### config.mk
export PLATFORM = sky130hd
export DESIGN_NAME = ldpc_stream_encoder_flat
export DESIGN_NICKNAME = d
export VERILOG_FILES = /design/src/rtl/ldpc_stream_encoder_if.sv /design/src/rtl/ldpc_stream_encoder.sv /design/src/flat_wrapper.sv
export SDC_FILE = /design/constraint.sdc
export NUM_CORES = 1
export LEC_CHECK = 0
export CORE_MARGIN = 1.5
export CORE_UTILIZATION = 55
export DETAILED_ROUTE_END_ITERATION = 8
export GPL_TIMING_DRIVEN = 0
export PLACE_DENSITY = 0.85
export SLEW_MARGIN = 10
export SYNTH_ARGS = -nofsm -noshare
export SYNTH_HDL_FRONTEND = slang
export SYNTH_SLANG_ARGS = --single-unit
### constraint.sdc
create_clock -name clk -period 5.2 [get_ports clk]
set_input_delay 1.04 -clock clk [delete_from_list [all_inputs] [get_ports clk]]
set_output_delay 1.04 -clock clk [all_outputs]
set_load 0.05 [all_outputs]
### src/rtl/ldpc_stream_encoder_if.sv
// ldpc_stream_encoder_if: info-beat input and codeword output handshakes of the stream encoder.
interface ldpc_stream_encoder_if #(
   parameter int W = 1,
   parameter int N = 15
);
   logic [W-1:0] in_data;
   logic         in_valid;
   logic         in_ready;
   logic [N-1:0] out_code;
   logic         out_valid;
   logic         out_ready;
   modport master(output in_data, in_valid, out_ready, input in_ready, out_code, out_valid);
   modport slave(input in_data, in_valid, out_ready, output in_ready, out_code, out_valid);
endinterface

### src/rtl/ldpc_stream_encoder.sv
// ldpc_stream_encoder: beat-serial systematic (N,K) block encoder; parity is accumulated one
// W-bit beat per cycle and the finished {parity, info} codeword is held on a valid/ready output.
module ldpc_stream_encoder #(
   parameter int K = 7,
   parameter int N = 15,
   parameter int W = 1,
   parameter logic [K*(N-K)-1:0] G_PAR = 56'hE8743A1DE673D1
) (
   input  logic                  clk,
   input  logic                  rst_n,
   input  logic                  clr,
   ldpc_stream_encoder_if.slave  io,
   output logic [15:0]           blk_count
);
   localparam int P = N - K;
   localparam int BEATS = K / W;
   localparam int BW = BEATS > 1 ? $clog2(BEATS) : 1;
   if (K % W != 0) begin : g_bad
      $error("ldpc_stream_encoder: K must be a multiple of W");
   end
   logic [P-1:0]     acc, acc_next;
   logic [K-1:0]     info, info_next, hit, m;
   logic [K*P-1:0]   g;
   logic [BW-1:0]    beat_cnt;
   logic             last, in_fire, out_fire;
   assign last = beat_cnt == BW'(BEATS - 1);
   assign io.in_ready = !(last && io.out_valid && !io.out_ready);
   assign in_fire = io.in_valid && io.in_ready && !clr;
   assign out_fire = io.out_valid && io.out_ready;
   // Info bit r belongs to beat r/W, lane r%W.
   for (genvar r = 0; r < K; r++) begin : g_row
      logic sel;
      assign sel = beat_cnt == BW'(r / W);
      assign hit[r] = sel && io.in_data[r % W];
      assign info_next[r] = sel ? io.in_data[r % W] : info[r];
   end
   always_comb begin
      acc_next = acc;
      g = G_PAR;
      m = hit;
      for (int i = 0; i < K; i++) begin
         acc_next = m[0] ? acc_next ^ g[P-1:0] : acc_next;
         m = m >> 1;
         g = g >> P;
      end
   end
   always_ff @(posedge clk or negedge rst_n)
      if (!rst_n) begin
         acc <= '0;
         info <= '0;
         beat_cnt <= '0;
         io.out_code <= '0;
         io.out_valid <= 1'b0;
         blk_count <= '0;
      end else begin
         if (clr) begin
            acc <= '0;
            info <= '0;
            beat_cnt <= '0;
         end else if (in_fire) begin
            acc <= last ? '0 : acc_next;
            info <= info_next;
            beat_cnt <= last ? '0 : beat_cnt + BW'(1);
         end
         // A completing beat reloads the output even while the previous word hands off.
         if (in_fire && last) begin
            io.out_code <= {acc_next, info_next};
            io.out_valid <= 1'b1;
         end else if (out_fire) begin
            io.out_valid <= 1'b0;
         end
         if (out_fire) blk_count <= blk_count + 16'd1;
      end
endmodule

### src/flat_wrapper.sv
// flat-port wrapper written by rule: the top's interface ports become plain ports
module ldpc_stream_encoder_flat 
#(
   parameter int K = 7,
   parameter int N = 15,
   parameter int W = 1,
   parameter logic [K*(N-K)-1:0] G_PAR = 56'hE8743A1DE673D1
)
  (clk, rst_n, clr, blk_count, io_in_data, io_in_valid, io_out_ready, io_in_ready, io_out_code, io_out_valid);
  ldpc_stream_encoder_if #(.W(W), .N(N)) io_i ();
  input  logic clk;
  input  logic rst_n;
  input  logic clr;
  output logic [15:0] blk_count;
  input wire logic [$bits(io_i.in_data)-1:0] io_in_data;
  input wire logic [$bits(io_i.in_valid)-1:0] io_in_valid;
  input wire logic [$bits(io_i.out_ready)-1:0] io_out_ready;
  output wire logic [$bits(io_i.in_ready)-1:0] io_in_ready;
  output wire logic [$bits(io_i.out_code)-1:0] io_out_code;
  output wire logic [$bits(io_i.out_valid)-1:0] io_out_valid;
  assign io_i.in_data = io_in_data;
  assign io_i.in_valid = io_in_valid;
  assign io_i.out_ready = io_out_ready;
  assign io_in_ready = io_i.in_ready;
  assign io_out_code = io_i.out_code;
  assign io_out_valid = io_i.out_valid;
  ldpc_stream_encoder #(.K(K), .N(N), .W(W), .G_PAR(G_PAR)) u_core (.clk(clk), .rst_n(rst_n), .clr(clr), .io(io_i), .blk_count(blk_count));
endmodule
==> results.ini, run 1 <==
[timing]
rsz0062_at_grt = no
setup_tns_ns = 0
min_period_ns = 3.67
worst_pin_slew_ns = 0.954
setup_viol = 0
period_share_pct = 70.5
maxSlewHeadroom_pct = 35.9
final-hold-violation-count = 0
slew_violations = 0
skew_ns = 0.0111
fmax_ghz = 0.273

[final_layout]
nets = 314
n_antenna_cell = 0
drive_above_1_share_pct = 5.23
syn2layout_area_growth_pct = 22.7
utilization_pct = 70.1
fill_cells = 324
layoutNonFillerInstCount = 358

[synthesis]
synth_area_um2 = 2490
ys_top_cells_by_area = dfrtp_1 (49%), nand2_1 (5.4%), xnor2_1 (4.9%)
synthCells = 260
yosysWarnings = 0
avgSynthCellArea_um2 = 9.56
synth_top_area_share_pct = 49.3
async_flop_share_pct = 100
synth-main-ff-cell = dfrtp_1
seq_area_frac_synth_pct = 49.3
synth_common_cells = dfrtp_1 (49), nand2_1 (36), nor2_1 (19)
syn-num-nets = 268
synth_edf_count = 0
synth_area_leader_cell = dfrtp_1
ys_ff_latch = 49
yosysMostFrequentCell = dfrtp_1
synth_cell_types = 45

[clock_network]
cts_tree = built
cts_root_buffer = clkbuf_8
cts_max_path_buffers = 2
cts_resized = 0
cts.hold.buffers_added = 0
clock-sinks = 49
cts_max_level = 2
cts_buffers = 5
clk_latency_ns = 0.30
post-cts-setup-buffer-count = 0
clkSlewWorstSetupHoldPaths_ns = 0.09

[floorplanning]
core-area_um2 = 4350
initial_core_util_pct = 57.1
num_rows = 24
die_w_um = 70.2
die_h_um = 70.2
die_area_um2 = 4930
io_pins = 39

[detailed_routing]
drc = 0
ant_nets = 0
route.vias.total = 2063
routed_wl_um = 5490
drt_first_iter_violations = 192
firstDrtPassIters = 6
wl_per_cell_um = 15.3
viasPerCell = 5.76

[power]
power_density_nw_per_um2 = 249
ir_drop_v = 0.000164
p_leak_nw = 1.34

[worst_setup_path]
arrival_ns = 2.63
startpoint = io_out_ready
start_kind = primary input
crit_fanout = 5
regToRegStartpoint = u_core.beat_cnt[2]
critPathKind = primary input to output pin
required_ns = 4.16
cp-end-kind = output pin

[hold_path]
hp-start = u_core.blk_count[15]
hold_path_class = register to register

[place]
hpwl_um = 3850
place_inst = 351
port_buffers = 38
place_congestion = 0.860

[flow_run]
max-cap-violations = 0

[grt]
grt_start_max_net_pins = 27
grt_pass1_wl_um = 9240
grt_usage_pct = 23.6
grt_pass1_vias = 1911
antenna_found_initial = 0
gr-total-overflow = 0

[outcome]
status = complete, no violations

layout by cell type, fill, tap and decap left out, types with 2 or more instances in the layout:
cell type,Yosys,layout
dfrtp_1,49,49
clkdlybuf4s50_1,0,37
nand2_1,36,36
nor2_1,19,19
o21ai_0,17,17
clkbuf_1,15,15
xnor2_1,14,14
nand3_1,11,11
a21oi_1,10,10
or3_1,8,8
xor2_1,8,8
mux2i_1,7,7
nand4_1,6,6
nor3_1,5,5
nand2b_1,5,5
clkbuf_8,0,5
nand3b_1,4,4
a31oi_1,4,4
inv_1,3,3
nor2b_1,3,3
a21o_1,3,3
buf_2,1,2
and3b_1,2,2
mux2_2,2,2
nor3b_1,2,2
o211ai_1,2,2
or4_1,2,2
a211oi_1,2,2
ha_1,2,2
through the flow:
| stage | total power (W) | hold slack [ns] | setup slack, ns | cell area, um2 |
|---|---|---|---|---|
| floorplan | 0.000469 | 0.432 | 2.66 | 2490 |
| detailed placement | 0.000506 | 0.457 | 1.56 | 2950 |
| finish | 0.000761 | 0.472 | 1.53 | 3050 |
| global placement | 0.000501 | 0.445 | 1.57 | 2930 |
| global route | 0.000792 | 0.506 | 1.50 | 3050 |
| CTS | 0.000764 | 0.478 | 1.55 | 3050 |
state kept, by name, indices dropped and copies added (netlist names):
register and count:
u_core.blk_count 16, u_core.io.out_code 15, u_core.acc 8, u_core.info 6, u_core.beat_cnt 3, u_core.io.out_valid 1
cell type report:
type | instances | area [um2] | share of cell area (%)
Timing Repair Buffer | 39 | 395 | 13.0
Clock inverter | 2 | 35.0 | 1.15
Clock buffer | 5 | 68.8 | 2.26
Sequential cell | 49 | 1230 | 40.2
Inverter | 4 | 15.0 | 0.492
Multi-Input combinational cell | 189 | 1160 | 38.2
Tap cell | 52 | 65.1 | 2.13
Buffer | 18 | 80.1 | 2.63
report_power, final:
part           total (W)  internal, W  switching (W)
Clock           0.000261     0.000140       0.000121
Combinational  0.0000980    0.0000368      0.0000611
Sequential      0.000402     0.000392     0.00000978
logic make-up (layout without fill, tap and decap cells):
logic type,Yosys count,count (layout),synth area share (%)
mux,9,9,3.72
flops,49,49,49.3
compound gates,46,46,11.4
buf+inv,22,68,3.82
fa+ha+maj,2,2,1.01
simple gates,110,110,22.9
xor+xnor,22,22,7.75
critical path: stages:
cell and delay [ns]:
clkdlybuf4s50_1 0.49, nor2b_1 0.28, nand2_1 0.11, clkdlybuf4s50_1 0.71
metal layers:
metal	track usage [%]	wire length [um]	vias to the layer above
li1	-	-	994
met1	34.4	2400	979
met2	35.1	2560	80
met3	5.19	442	10
met4	7.91	83	0
met5	0	0	-
worst paths after layout:
kind	slack [ns]	cells after the start	to
max reg2reg	2.56	9	u_core.acc[0]
min	0.47	1	u_core.blk_count[15]
max in group asynchronous	3.96	2	u_core.acc[1]
min in group asynchronous	0.71	1	u_core.info[4]
max	1.53	4	io_in_ready
min reg2reg	0.47	1	u_core.blk_count[15]
Note: power is estimated with default switching activity, not from simulation.
==> run 2, diff against run 1 <==
--- a/config.mk
+++ b/config.mk
@@ -6,10 +6,10 @@
 export NUM_CORES = 1
 export LEC_CHECK = 0
 export CORE_MARGIN = 1.5
-export CORE_UTILIZATION = 55
+export CORE_UTILIZATION = 48
 export DETAILED_ROUTE_END_ITERATION = 8
 export GPL_TIMING_DRIVEN = 0
-export PLACE_DENSITY = 0.85
+export PLACE_DENSITY = 0.79
 export SLEW_MARGIN = 10
 export SYNTH_ARGS = -nofsm -noshare
 export SYNTH_HDL_FRONTEND = slang
==> constraint.sdc (replaced) <==
create_clock -name clk -period 3.2 [get_ports clk]
set_input_delay 0.64 -clock clk [delete_from_list [all_inputs] [get_ports clk]]
set_output_delay 0.64 -clock clk [all_outputs]
set_load 0.05 [all_outputs]
==> run 2 against run 1 <==
Against the previous run: register-to-register slack worse by 2.0 ns; critical path type unchanged; largest cell class unchanged; clock skew is 0.00062 ns higher; highest routed layer unchanged; flip-flop and latch count did not move.
==> results.ini, run 2 (synthesized netlist as in run 1, its figures left out) <==
[worst_setup_path]
crit_path_top_delay_cell = clkdlybuf4s50_1
path_cells = clkdlybuf4s50_1, nor2b_1, nand2_1, clkdlybuf4s50_1
crit_fanout = 5  ; unchanged
arrival_ns = 2.15  ; -0.48 ns
cp_common_cell = clkdlybuf4s50_1
cp-end-kind = output pin
critPathKind = primary input to output pin
cpPeakStageDelay_ns = 0.81  ; +0.10 ns
required_ns = 2.56  ; -1.60 ns
start_kind = primary input

[floorplanning]
die_h_um = 75.0  ; +6.7%
io_pins = 39  ; unchanged
die_area_um2 = 5620  ; +14%
die_w_um = 75.0  ; +6.7%
num_rows = 26  ; +8.3%
core-area_um2 = 5040  ; +16%
initial_core_util_pct = 49.3  ; -7.8 points

[detailed_routing]
routed_wl_um = 5360  ; -2.4%
viasPerCell = 5.28  ; -8.4%
drt_first_iter_violations = 98  ; -49%
firstDrtPassIters = 4  ; -2
wl_per_cell_um = 14.2  ; -7.3%
drc = 0  ; unchanged
ant_nets = 0  ; unchanged
route.vias.total = 1991  ; -3.5%

[clock_network]
cts.hold.buffers_added = 0  ; unchanged
post-cts-setup-buffer-count = 0  ; unchanged
clock-sinks = 49  ; unchanged
cts_buffers = 5  ; unchanged
cts_max_path_buffers = 2  ; unchanged
cts_resized = 0  ; unchanged
cts_root_buffer = clkbuf_8
clk_latency_ns = 0.32  ; +0.02 ns
clkSlewWorstSetupHoldPaths_ns = 0.10  ; about the same
cts_tree = built
cts_max_level = 2  ; unchanged

[grt]
grt_pass1_wl_um = 8570  ; -7.3%
grt_start_max_net_pins = 30  ; +11%
gr-total-overflow = 0  ; unchanged
grt_pass1_vias = 1826  ; -4.4%
antenna_found_initial = 0  ; unchanged
grt_usage_pct = 20.4  ; -3.3 points

[final_layout]
regMostFlops = u_core.blk_count
final_area_um2 = 3060  ; +0.33%
multi_input_area_um2 = 1160  ; unchanged
n_antenna_cell = 0  ; unchanged
top_regs = u_core.blk_count x16, u_core.io.out_code x15, u_core.acc x8
syn2layout_area_growth_pct = 23.1
layoutNonFillerInstCount = 377  ; +5.3%
layout_commonest_cell = dfrtp_1
fill_cells = 423  ; +31%
drive_above_1_share_pct = 5.54  ; +0.31 points
largest_register_ffs = 16  ; unchanged
seq_area_um2 = 1230  ; unchanged
mostFrequentLayoutCells = dfrtp_1 (49), clkdlybuf4s50_1 (37), nand2_1 (36)
nets = 314  ; unchanged

[place]
port_buffers = 38  ; unchanged
place_congestion = 0.853  ; -0.88%
place_inst = 369  ; +5.1%
hpwl_um = 3820  ; -0.80%
placed_area_um2 = 2970  ; +0.76%

[timing]
maxSlewHeadroom_pct = 37.5  ; +1.6 points
min_period_ns = 2.79
holdWs_ns = 0.265  ; -0.207 ns
slew_violations = 0  ; unchanged
worst_pin_slew_ns = 0.930  ; -0.0242 ns
fmax_ghz = 0.358
setup_tns_ns = 0  ; unchanged
period_share_pct = 87.2
skew_ns = 0.0117  ; +0.000621 ns
final-hold-violation-count = 0  ; unchanged
setup_viol = 0  ; unchanged
rsz0062_at_grt = no

[flow_run]
max-cap-violations = 0  ; unchanged

[power]
power_density_nw_per_um2 = 385  ; +54%
ir_drop_v = 0.000281  ; +71%
p_leak_nw = 1.33  ; -0.44%

[hold_path]
hold_path_class = primary input to async pin

[outcome]
status = complete, no violations

-- run 2: worst max-delay path, delay by kind of cell --
kind          cells  cell delay [ns]
simple gates      2             0.16
buf+inv           2             1.35
-- run 2: final cells by class --
class	instances	share of cell area [%]
Buffer	18	2.62
Clock buffer	5	2.25
Clock inverter	3	0.736
Inverter	4	0.491
Multi-Input combinational cell	189	38.1
Sequential cell	49	40.1
Tap cell	70	2.86
Timing Repair Buffer	39	12.9
-- run 2: per-stage QoR --
stage	util (%)	total power, W	worst slack, ns
3_5_place_dp	58.9	0.000822	0.416
5_1_grt	60.7	0.00123	0.328
2_1_floorplan	-	0.000763	0.942
6_report	60.7	0.00118	0.408
4_1_cts	60.7	0.00119	0.403
3_3_place_gp	58.6	0.000815	0.0988
-- run 2: path summary, 6_finish.rpt --
path | startpoint | endpoint | slack [ns] | cells past startpoint
setup / recovery | io_out_ready | io_in_ready | 0.41 | 4
hold / removal | rst_n | u_core.blk_count[11] | 0.27 | 1
setup reg to reg | u_core.beat_cnt[2] | u_core.acc[0] | 0.58 | 9
hold reg to reg | u_core.blk_count[15] | u_core.blk_count[15] | 0.47 | 1
max in group asynchronous | rst_n | u_core.beat_cnt[1] | 2.41 | 2
min in group clk | u_core.blk_count[15] | u_core.blk_count[15] | 0.47 | 1
-- run 2: report_power, final --
part           total (W)  switching [W]  internal (W)  leakage (nW)
clock network   0.000369       0.000214      0.000155        0.0481
registers       0.000651      0.0000146      0.000637         0.668
logic           0.000158      0.0000980     0.0000598         0.617
-- run 2: metal layers --
| metal | global-route usage (%) | wire, um | up-vias |
|---|---|---|---|
| li1 | - | - | 991 |
| met1 | 28.4 | 2480 | 941 |
| met2 | 31.1 | 2520 | 50 |
| met3 | 4.82 | 252 | 9 |
| met4 | 7.27 | 95 | 0 |
| met5 | 0 | 0 | - |
==> run 3, diff against run 2 <==
--- a/config.mk
+++ b/config.mk
@@ -5,12 +5,13 @@
 export SDC_FILE = /design/constraint.sdc
 export NUM_CORES = 1
 export LEC_CHECK = 0
+export CAP_MARGIN = 0
 export CORE_MARGIN = 1.5
 export CORE_UTILIZATION = 48
 export DETAILED_ROUTE_END_ITERATION = 8
 export GPL_TIMING_DRIVEN = 0
 export PLACE_DENSITY = 0.79
-export SLEW_MARGIN = 10
+export SLEW_MARGIN = 20
 export SYNTH_ARGS = -nofsm -noshare
 export SYNTH_HDL_FRONTEND = slang
 export SYNTH_SLANG_ARGS = --single-unit
==> results of run 3 <==
No change in the layout: final DEF, timing and power equal those of run 2.
